--- src/rtl/linreg_seq_ctrl_pkg.sv ---
// Shared types and default sizing for the linear-regression sequencing controller.
// The state encodings are fixed because they are exported on the debug port.
package linreg_pkg;

  localparam int DEFAULT_DEPTH   = 150;
  localparam int DEFAULT_ADDR_W  = $clog2(DEFAULT_DEPTH);
  localparam int DEFAULT_TIMEOUT = 255;

  typedef enum logic [3:0] {
    IDLE    = 4'd0,
    INIT    = 4'd1,
    LOAD    = 4'd2,
    C_START = 4'd3,
    C_READ  = 4'd4,
    C_WAIT  = 4'd5,
    C_FIN   = 4'd6,
    E_START = 4'd7,
    E_READ  = 4'd8,
    E_WAIT  = 4'd9,
    DONE    = 4'd10,
    FAULT   = 4'd11
  } ctrl_state_t;

  // The wait counter only has to hold values up to TIMEOUT-1.
  function automatic int timer_width(input int timeout);
    return (timeout < 2) ? 1 : $clog2(timeout);
  endfunction

endpackage

--- src/rtl/linreg_seq_ctrl_if.sv ---
// Host/memory/datapath handshake bundle for linreg_seq_ctrl.
// master = host/testbench side, slave = the controller.
interface linreg_seq_ctrl_if
  import linreg_pkg::*;
#(
  parameter int ADDR_W = DEFAULT_ADDR_W,
  parameter int CNT_W  = ADDR_W + 1
);

  logic              start;
  logic              abort;
  logic [CNT_W-1:0]  n_samples;
  logic              in_valid;
  logic              in_ready;
  logic              coef_done;
  logic              coef_finish;
  logic              err_done;
  logic              dp_clr;
  logic              w_en;
  logic              r_en;
  logic [ADDR_W-1:0] addr;
  logic              en_coef;
  logic              en_err;
  logic              busy;
  logic              done;
  logic              fault;
  logic [3:0]        state;

  modport master (
    output start, abort, n_samples, in_valid, coef_done, coef_finish, err_done,
    input  in_ready, dp_clr, w_en, r_en, addr, en_coef, en_err, busy, done, fault, state
  );

  modport slave (
    input  start, abort, n_samples, in_valid, coef_done, coef_finish, err_done,
    output in_ready, dp_clr, w_en, r_en, addr, en_coef, en_err, busy, done, fault, state
  );

endinterface

--- src/rtl/linreg_seq_ctrl_wait_timer.sv ---
// Wait-state watchdog: counts cycles while en is high, clr restarts it.
// expired is high in the TIMEOUT-th counted cycle; TIMEOUT = 0 disables it.
module wait_timer
  import linreg_pkg::*;
#(
  parameter int TIMEOUT = DEFAULT_TIMEOUT,
  parameter int CNT     = timer_width(TIMEOUT)
) (
  input  logic clk,
  input  logic rst,
  input  logic clr,
  input  logic en,
  output logic expired
);

  generate
    if (TIMEOUT == 0) begin : g_off
      logic unused_inputs;
      assign unused_inputs = ^{clk, rst, clr, en};
      assign expired       = 1'b0;
    end else begin : g_on
      logic [CNT-1:0] cnt_q;
      logic [CNT-1:0] cnt_d;

      always_comb begin
        cnt_d = cnt_q;
        if (clr) begin
          cnt_d = '0;
        end else if (en) begin
          cnt_d = cnt_q + 1'b1;
        end
      end

      always_ff @(posedge clk) begin
        if (rst) begin
          cnt_q <= '0;
        end else begin
          cnt_q <= cnt_d;
        end
      end

      // Independent of clr so the FSM can use it without a combinational loop.
      assign expired = en && (cnt_q == CNT'(TIMEOUT - 1));
    end
  endgenerate

endmodule

--- src/rtl/linreg_seq_ctrl.sv ---
// Sequencing controller: loads N samples, then runs a coefficient pass and an
// error pass over them, each point gated by a datapath done strobe with timeout.
module linreg_seq_ctrl
  import linreg_pkg::*;
#(
  parameter int DEPTH   = DEFAULT_DEPTH,
  parameter int ADDR_W  = $clog2(DEPTH),
  parameter int CNT_W   = ADDR_W + 1,
  parameter int TIMEOUT = DEFAULT_TIMEOUT
) (
  input  logic             clk,
  input  logic             rst,
  linreg_seq_ctrl_if.slave bus
);

  ctrl_state_t       state_q;
  ctrl_state_t       state_d;
  logic [ADDR_W-1:0] addr_q;
  logic [ADDR_W-1:0] addr_d;
  logic [CNT_W-1:0]  n_q;
  logic [CNT_W-1:0]  n_d;
  logic              fault_q;
  logic              fault_d;

  logic [CNT_W-1:0]  n_clamped;
  logic [CNT_W-1:0]  last_idx;
  logic [ADDR_W-1:0] addr_inc;
  logic              at_last;
  logic              timer_clr;
  logic              timer_en;
  logic              timer_expired;

  assign n_clamped = (bus.n_samples > CNT_W'(DEPTH)) ? CNT_W'(DEPTH) : bus.n_samples;
  assign last_idx  = n_q - 1'b1;
  assign at_last   = (CNT_W'(addr_q) == last_idx);
  assign addr_inc  = addr_q + 1'b1;

  // Any state change restarts the count, so each wait state starts from zero.
  assign timer_en  = (state_q == C_WAIT) || (state_q == C_FIN) || (state_q == E_WAIT);
  assign timer_clr = (state_d != state_q);

  wait_timer #(
    .TIMEOUT (TIMEOUT)
  ) u_wait_timer (
    .clk     (clk),
    .rst     (rst),
    .clr     (timer_clr),
    .en      (timer_en),
    .expired (timer_expired)
  );

  always_comb begin
    state_d = state_q;
    addr_d  = addr_q;
    n_d     = n_q;
    fault_d = fault_q;

    case (state_q)
      IDLE, FAULT: begin
        if (bus.start) begin
          n_d     = n_clamped;
          addr_d  = '0;
          fault_d = 1'b0;
          state_d = INIT;
        end
      end
      INIT: begin
        addr_d  = '0;
        state_d = (n_q == '0) ? DONE : LOAD;
      end
      LOAD: begin
        if (bus.in_valid) begin
          if (at_last) begin
            addr_d  = '0;
            state_d = C_START;
          end else begin
            addr_d = addr_inc;
          end
        end
      end
      C_START: state_d = C_READ;
      C_READ:  state_d = C_WAIT;
      C_WAIT: begin
        if (bus.coef_done) begin
          if (at_last) begin
            state_d = C_FIN;
          end else begin
            addr_d  = addr_inc;
            state_d = C_READ;
          end
        end else if (timer_expired) begin
          fault_d = 1'b1;
          state_d = FAULT;
        end
      end
      C_FIN: begin
        if (bus.coef_finish) begin
          addr_d  = '0;
          state_d = E_START;
        end else if (timer_expired) begin
          fault_d = 1'b1;
          state_d = FAULT;
        end
      end
      E_START: state_d = E_READ;
      E_READ:  state_d = E_WAIT;
      E_WAIT: begin
        if (bus.err_done) begin
          if (at_last) begin
            state_d = DONE;
          end else begin
            addr_d  = addr_inc;
            state_d = E_READ;
          end
        end else if (timer_expired) begin
          fault_d = 1'b1;
          state_d = FAULT;
        end
      end
      DONE:    state_d = IDLE;
      default: state_d = IDLE;
    endcase

    // Abort overrides everything but keeps the sticky fault and latched count.
    if (bus.abort) begin
      state_d = IDLE;
      addr_d  = '0;
      n_d     = n_q;
      fault_d = fault_q;
    end
  end

  always_ff @(posedge clk) begin
    if (rst) begin
      state_q <= IDLE;
      addr_q  <= '0;
      n_q     <= '0;
      fault_q <= 1'b0;
    end else begin
      state_q <= state_d;
      addr_q  <= addr_d;
      n_q     <= n_d;
      fault_q <= fault_d;
    end
  end

  assign bus.in_ready = (state_q == LOAD);
  assign bus.w_en     = (state_q == LOAD) && bus.in_valid;
  assign bus.dp_clr   = (state_q == INIT);
  assign bus.r_en     = (state_q == C_READ) || (state_q == C_WAIT) ||
                        (state_q == E_READ) || (state_q == E_WAIT);
  assign bus.addr     = addr_q;
  assign bus.en_coef  = (state_q == C_START);
  assign bus.en_err   = (state_q == E_START);
  assign bus.busy     = (state_q != IDLE) && (state_q != FAULT);
  assign bus.done     = (state_q == DONE);
  assign bus.fault    = fault_q;
  assign bus.state    = state_q;

endmodule

--- src/flat_wrapper.sv ---
// flat-port wrapper written by rule: the top's interface ports become plain ports
module linreg_seq_ctrl_flat import linreg_pkg::*;
#(
  parameter int DEPTH   = DEFAULT_DEPTH,
  parameter int ADDR_W  = $clog2(DEPTH),
  parameter int CNT_W   = ADDR_W + 1,
  parameter int TIMEOUT = DEFAULT_TIMEOUT
)
  (clk, rst, bus_start, bus_abort, bus_n_samples, bus_in_valid, bus_coef_done, bus_coef_finish, bus_err_done, bus_in_ready, bus_dp_clr, bus_w_en, bus_r_en, bus_addr, bus_en_coef, bus_en_err, bus_busy, bus_done, bus_fault, bus_state);
  linreg_seq_ctrl_if #(.ADDR_W(ADDR_W), .CNT_W(CNT_W)) bus_i ();
  input  logic clk;
  input  logic rst;
  input wire logic [$bits(bus_i.start)-1:0] bus_start;
  input wire logic [$bits(bus_i.abort)-1:0] bus_abort;
  input wire logic [$bits(bus_i.n_samples)-1:0] bus_n_samples;
  input wire logic [$bits(bus_i.in_valid)-1:0] bus_in_valid;
  input wire logic [$bits(bus_i.coef_done)-1:0] bus_coef_done;
  input wire logic [$bits(bus_i.coef_finish)-1:0] bus_coef_finish;
  input wire logic [$bits(bus_i.err_done)-1:0] bus_err_done;
  output wire logic [$bits(bus_i.in_ready)-1:0] bus_in_ready;
  output wire logic [$bits(bus_i.dp_clr)-1:0] bus_dp_clr;
  output wire logic [$bits(bus_i.w_en)-1:0] bus_w_en;
  output wire logic [$bits(bus_i.r_en)-1:0] bus_r_en;
  output wire logic [$bits(bus_i.addr)-1:0] bus_addr;
  output wire logic [$bits(bus_i.en_coef)-1:0] bus_en_coef;
  output wire logic [$bits(bus_i.en_err)-1:0] bus_en_err;
  output wire logic [$bits(bus_i.busy)-1:0] bus_busy;
  output wire logic [$bits(bus_i.done)-1:0] bus_done;
  output wire logic [$bits(bus_i.fault)-1:0] bus_fault;
  output wire logic [$bits(bus_i.state)-1:0] bus_state;
  assign bus_i.start = bus_start;
  assign bus_i.abort = bus_abort;
  assign bus_i.n_samples = bus_n_samples;
  assign bus_i.in_valid = bus_in_valid;
  assign bus_i.coef_done = bus_coef_done;
  assign bus_i.coef_finish = bus_coef_finish;
  assign bus_i.err_done = bus_err_done;
  assign bus_in_ready = bus_i.in_ready;
  assign bus_dp_clr = bus_i.dp_clr;
  assign bus_w_en = bus_i.w_en;
  assign bus_r_en = bus_i.r_en;
  assign bus_addr = bus_i.addr;
  assign bus_en_coef = bus_i.en_coef;
  assign bus_en_err = bus_i.en_err;
  assign bus_busy = bus_i.busy;
  assign bus_done = bus_i.done;
  assign bus_fault = bus_i.fault;
  assign bus_state = bus_i.state;
  linreg_seq_ctrl #(.DEPTH(DEPTH), .ADDR_W(ADDR_W), .CNT_W(CNT_W), .TIMEOUT(TIMEOUT)) u_core (.clk(clk), .rst(rst), .bus(bus_i));
endmodule
--- config.mk ---
export PLATFORM = sky130hd
export DESIGN_NAME = linreg_seq_ctrl_flat
export DESIGN_NICKNAME = d
export VERILOG_FILES = /design/src/rtl/linreg_seq_ctrl_pkg.sv /design/src/rtl/linreg_seq_ctrl_if.sv /design/src/rtl/linreg_seq_ctrl_wait_timer.sv /design/src/rtl/linreg_seq_ctrl.sv /design/src/flat_wrapper.sv
export SDC_FILE = /design/constraint.sdc
export NUM_CORES = 1
export LEC_CHECK = 0
export BUFFER_PORTS_ARGS = -buffer_cell sky130_fd_sc_hd__buf_2
export CORE_AREA = 3 3 101 103
export DETAILED_ROUTE_END_ITERATION = 8
export DIE_AREA = 0 0 104 106
export GPL_TIMING_DRIVEN = 0
export PLACE_DENSITY = 0.46
export SLEW_MARGIN = 20
export SYNTH_ARGS = -nofsm -noshare
export SYNTH_HDL_FRONTEND = slang
export SYNTH_SLANG_ARGS = --single-unit
export TNS_END_PERCENT = 1
--- constraint.sdc ---
create_clock -name clk -period 4.4 [get_ports clk]
set_input_delay 0.88 -clock clk [delete_from_list [all_inputs] [get_ports clk]]
set_output_delay 0.88 -clock clk [all_outputs]
set_load 0.005 [all_outputs]
==> impl_metrics.csv <==
group,metric,value,unit
clocking,clockBufferDepth,2,
yosys,synth_fp_nets,325,
timing,fin_skew,0.00697,ns
clocking,post_cts_buffers,0,
drt,wl_per_cell,14.4,um
placed_design,pre_cts_slack,1.31,ns
yosys,yosys_register_bits,30,
layout,layout_commonest_cell,"buf_2",
drt,drt_iter0_markers,117,
grt,grt_overflow,0,
layout,most-common-layout-cells,"40 x buf_2, 36 x nor2_1, 30 x dfxtp_1",
drt,wl,6870,um
worst_setup_path,max_stage_delay,0.54,ns
drt,drc_errors,0,
layout,drive_gt1_share,17.9,%
timing,period_share,70.0,%
clocking,clock_latency,0.29,ns
yosys,async_flop_share,0,%
power,power_leakage,0.00113,uW
layout,fillCellCount,1039,
yosys,synth_compound_area_share,25.6,%
grt,antenna_found_initial,0,
clocking,cts-root-buf,"clkbuf_8",
timing,clock.fmax,0.325,GHz
timing,rsz0062_at_grt,"no",
layout,postLayoutCellArea,0.00275,sq mm
worst_setup_path,critPathMaxFanout,8,
clocking,cts_hold_buf,0,
drt,first_pass_iters,4,
worst_setup_path,worstPathRequired,4.55,ns
timing,setup_ws,1.32,ns
power,vdd_drop_max,0.000125,V
yosys,synthDistinctLibCells,67,
worst_setup_path,crit_slowest_cell,"a311oi_4",
worst_setup_path,start_kind,"register",
worst_setup_path,cp_num_buf_inv,2,
clocking,cts_tree,"yes",
timing,setup_viol,0,
worst_setup_path,crit_arrival,3.23,ns
yosys,synthMuxAreaShare,0.863,%
drt,routed-via-count,2382,
placed_design,hpwl,5200,um
grt,grt_pass1_wl,11200,um
yosys,syn_inst,304,
timing,timing.hold.ws,0.547,ns
yosys,synth_seq_area_share,25.9,%
drt,routed_via_density,5.00,
yosys,synthAdderAreaFrac,2.16,%
worst_hold_path,hold_path.class,"reg -> reg",
clocking,clock-sinks,30,
yosys,synth_top_family_by_area,"simple AND/OR/NAND/NOR gates",
floorplan,die_w,104,um
worst_setup_path,path_cells,"inv_1 > ha_1 > buf_2 > or3b_1 > a2111oi_0 > a2111o_1 > a311oi_4 > a311oi_1 > nor3_4 > nor3_1",
clocking,cts_buffers,5,
grt,grt_max_degree,11,
clocking,clk_pin_slew,0.07,ns
floorplan,io-pin-count,38,
layout,area_delta_synth_final,18.4,%
yosys,synth_edf_count,0,
job,timing.max_cap.violations,0,
placed_design,place_area,0.00266,sq mm
placed_design,port_buffers,35,
grt,grt_util_all_layers,12.4,%
power,p_per_area,234,mW/mm^2
timing,hold_violations,0,
layout,finalNetCount,367,
clocking,ctsResizeCount,0,
yosys,synthXorXnorAreaFrac,7.49,%
clocking,ctsHtreeMaxLevel,2,
grt,grt_pass1_vias,2241,
placed_design,gp_congestion,0.845,
floorplan,die_h,106,um
floorplan,rows,35,
yosys,ys_dominant_reg_cell,"dfxtp_1",
yosys,yosysWarnings,0,
yosys,synth-simple-area-share,31.3,%
power,power,644,uW
yosys,synth.avg_cell_area,7.63,sq um
worst_setup_path,cp_top_family,"compound AO/OA/AOI/OAI gates",
floorplan,die_area,0.0110,sq mm
floorplan,initial_utilization,25.0,%
timing,tns,0,ns
yosys,netlist_area,0.00232,sq mm
drt,drtAntennaViolNets,0,
worst_setup_path,crit_path_end_kind,"register",
timing,drv_slew,0,
timing,worstMarginPinSlew,0.867,ns
layout,n_antenna_cell,0,
timing,max-slew-margin-rel,41.9,%
worst_setup_path,worstSetupPathType,"reg -> reg",
status,status,"finished clean",
timing,final.min_clock_period,3.08,ns
floorplan,core,0.00928,sq mm
[logic make-up after synthesis]
kind of cell,Yosys count
AOI/OAI and AO/OA,73
xor gates and xnor gates,19
adders and majority gates,4
buffers and inverters,38
DFF,30
muxes,2
and+or+nand+nor,138
[synthesized netlist by cell type (all sizes together), types with 3 or more instances]
| master | number | share of area, % |
|---|---|---|
| nor2 | 36 | 5.8 |
| dfxtp | 30 | 26 |
| nor3 | 24 | 5.7 |
| nand2 | 22 | 3.6 |
| inv | 18 | 2.9 |
| clkbuf | 12 | 1.9 |
| nand3 | 12 | 2.6 |
| xnor2 | 10 | 4.1 |
| a21oi | 9 | 1.9 |
| xor2 | 9 | 3.4 |
| buf | 8 | 1.9 |
| nand4 | 8 | 2.2 |
| o21ai | 8 | 1.7 |
| a211oi | 6 | 2.2 |
| nand2b | 6 | 1.6 |
| a21o | 4 | 1.3 |
| a22oi | 4 | 1.3 |
| a31oi | 4 | 1.7 |
| and3 | 4 | 1.1 |
| ha | 4 | 2.2 |
| nand3b | 4 | 1.3 |
| o221ai | 4 | 1.5 |
| or4 | 4 | 1.5 |
| a221oi | 3 | 1.1 |
| a311oi | 3 | 1.9 |
| and4 | 3 | 1.1 |
| nor3b | 3 | 0.97 |
| o211ai | 3 | 1.2 |
| o21a | 3 | 0.97 |
| o2bb2ai | 3 | 1.4 |
| or2 | 3 | 0.81 |
[final cells by class]
type                            count  area, sq um  share of cell area, %
Clock inverter                      1         5.00                  0.182
Multi-Input combinational cell    236         1560                   56.9
Sequential cell                    30          601                   21.8
Clock buffer                        7         86.3                   3.14
Inverter                           18         67.6                   2.46
Timing Repair Buffer               35          175                   6.37
Tap cell                          129          161                   5.87
Buffer                             20         88.8                   3.23
[worst register-to-register path: stages, from the launching register on]
cell and delay (ns):
dfxtp_1 0.47, inv_1 0.08, ha_1 0.19, buf_2 0.16, or3b_1 0.21, a2111oi_0 0.11
a2111o_1 0.44, a311oi_4 0.54, a311oi_1 0.24, nor3_4 0.42, nor3_1 0.10
[report_power, final]
| group | total, uW | internal (uW) | switching [uW] |
|---|---|---|---|
| sequential | 282 | 276 | 5.42 |
| combinational | 126 | 50.2 | 75.5 |
| clock | 237 | 126 | 111 |
[path summary, 6_finish.rpt]
| check | from | end | slack (ns) | cells past startpoint |
|---|---|---|---|---|
| max | u_core.n_q[0] | u_core.u_wait_timer.g_on.cnt_q[0] | 1.32 | 10 |
| min | u_core.u_wait_timer.g_on.cnt_q[7] | u_core.u_wait_timer.g_on.cnt_q[7] | 0.55 | 3 |
| min reg2reg | u_core.u_wait_timer.g_on.cnt_q[7] | u_core.u_wait_timer.g_on.cnt_q[7] | 0.55 | 3 |
| max reg2reg | u_core.n_q[0] | u_core.u_wait_timer.g_on.cnt_q[0] | 1.32 | 10 |
[stage by stage]
| step | std cells | utilization (%) |
|---|---|---|
| finish | 476 | 29.6 |
| global route | 476 | 29.6 |
| CTS | 476 | 29.6 |
| detailed placement | 468 | 28.6 |
| global placement | 468 | 28.6 |
| floorplan | 304 | - |
[state kept, by name (all words and copies together) (netlist names)]
name,count
u_core.bus.fault,1
u_core.bus.state,4
u_core.n_q,9
u_core.u_wait_timer.g_on.cnt_q,8
u_core.bus.addr,8
[routing by layer]
layer	up-vias	global-route usage (%)	wire, um
met1	1097	17.0	3360
met4	0	3.32	96
met5	-	0	0
met2	69	19.8	3110
li1	1202	-	-
met3	14	2.61	299
No activity file was read; power rests on OpenSTA's default activity.
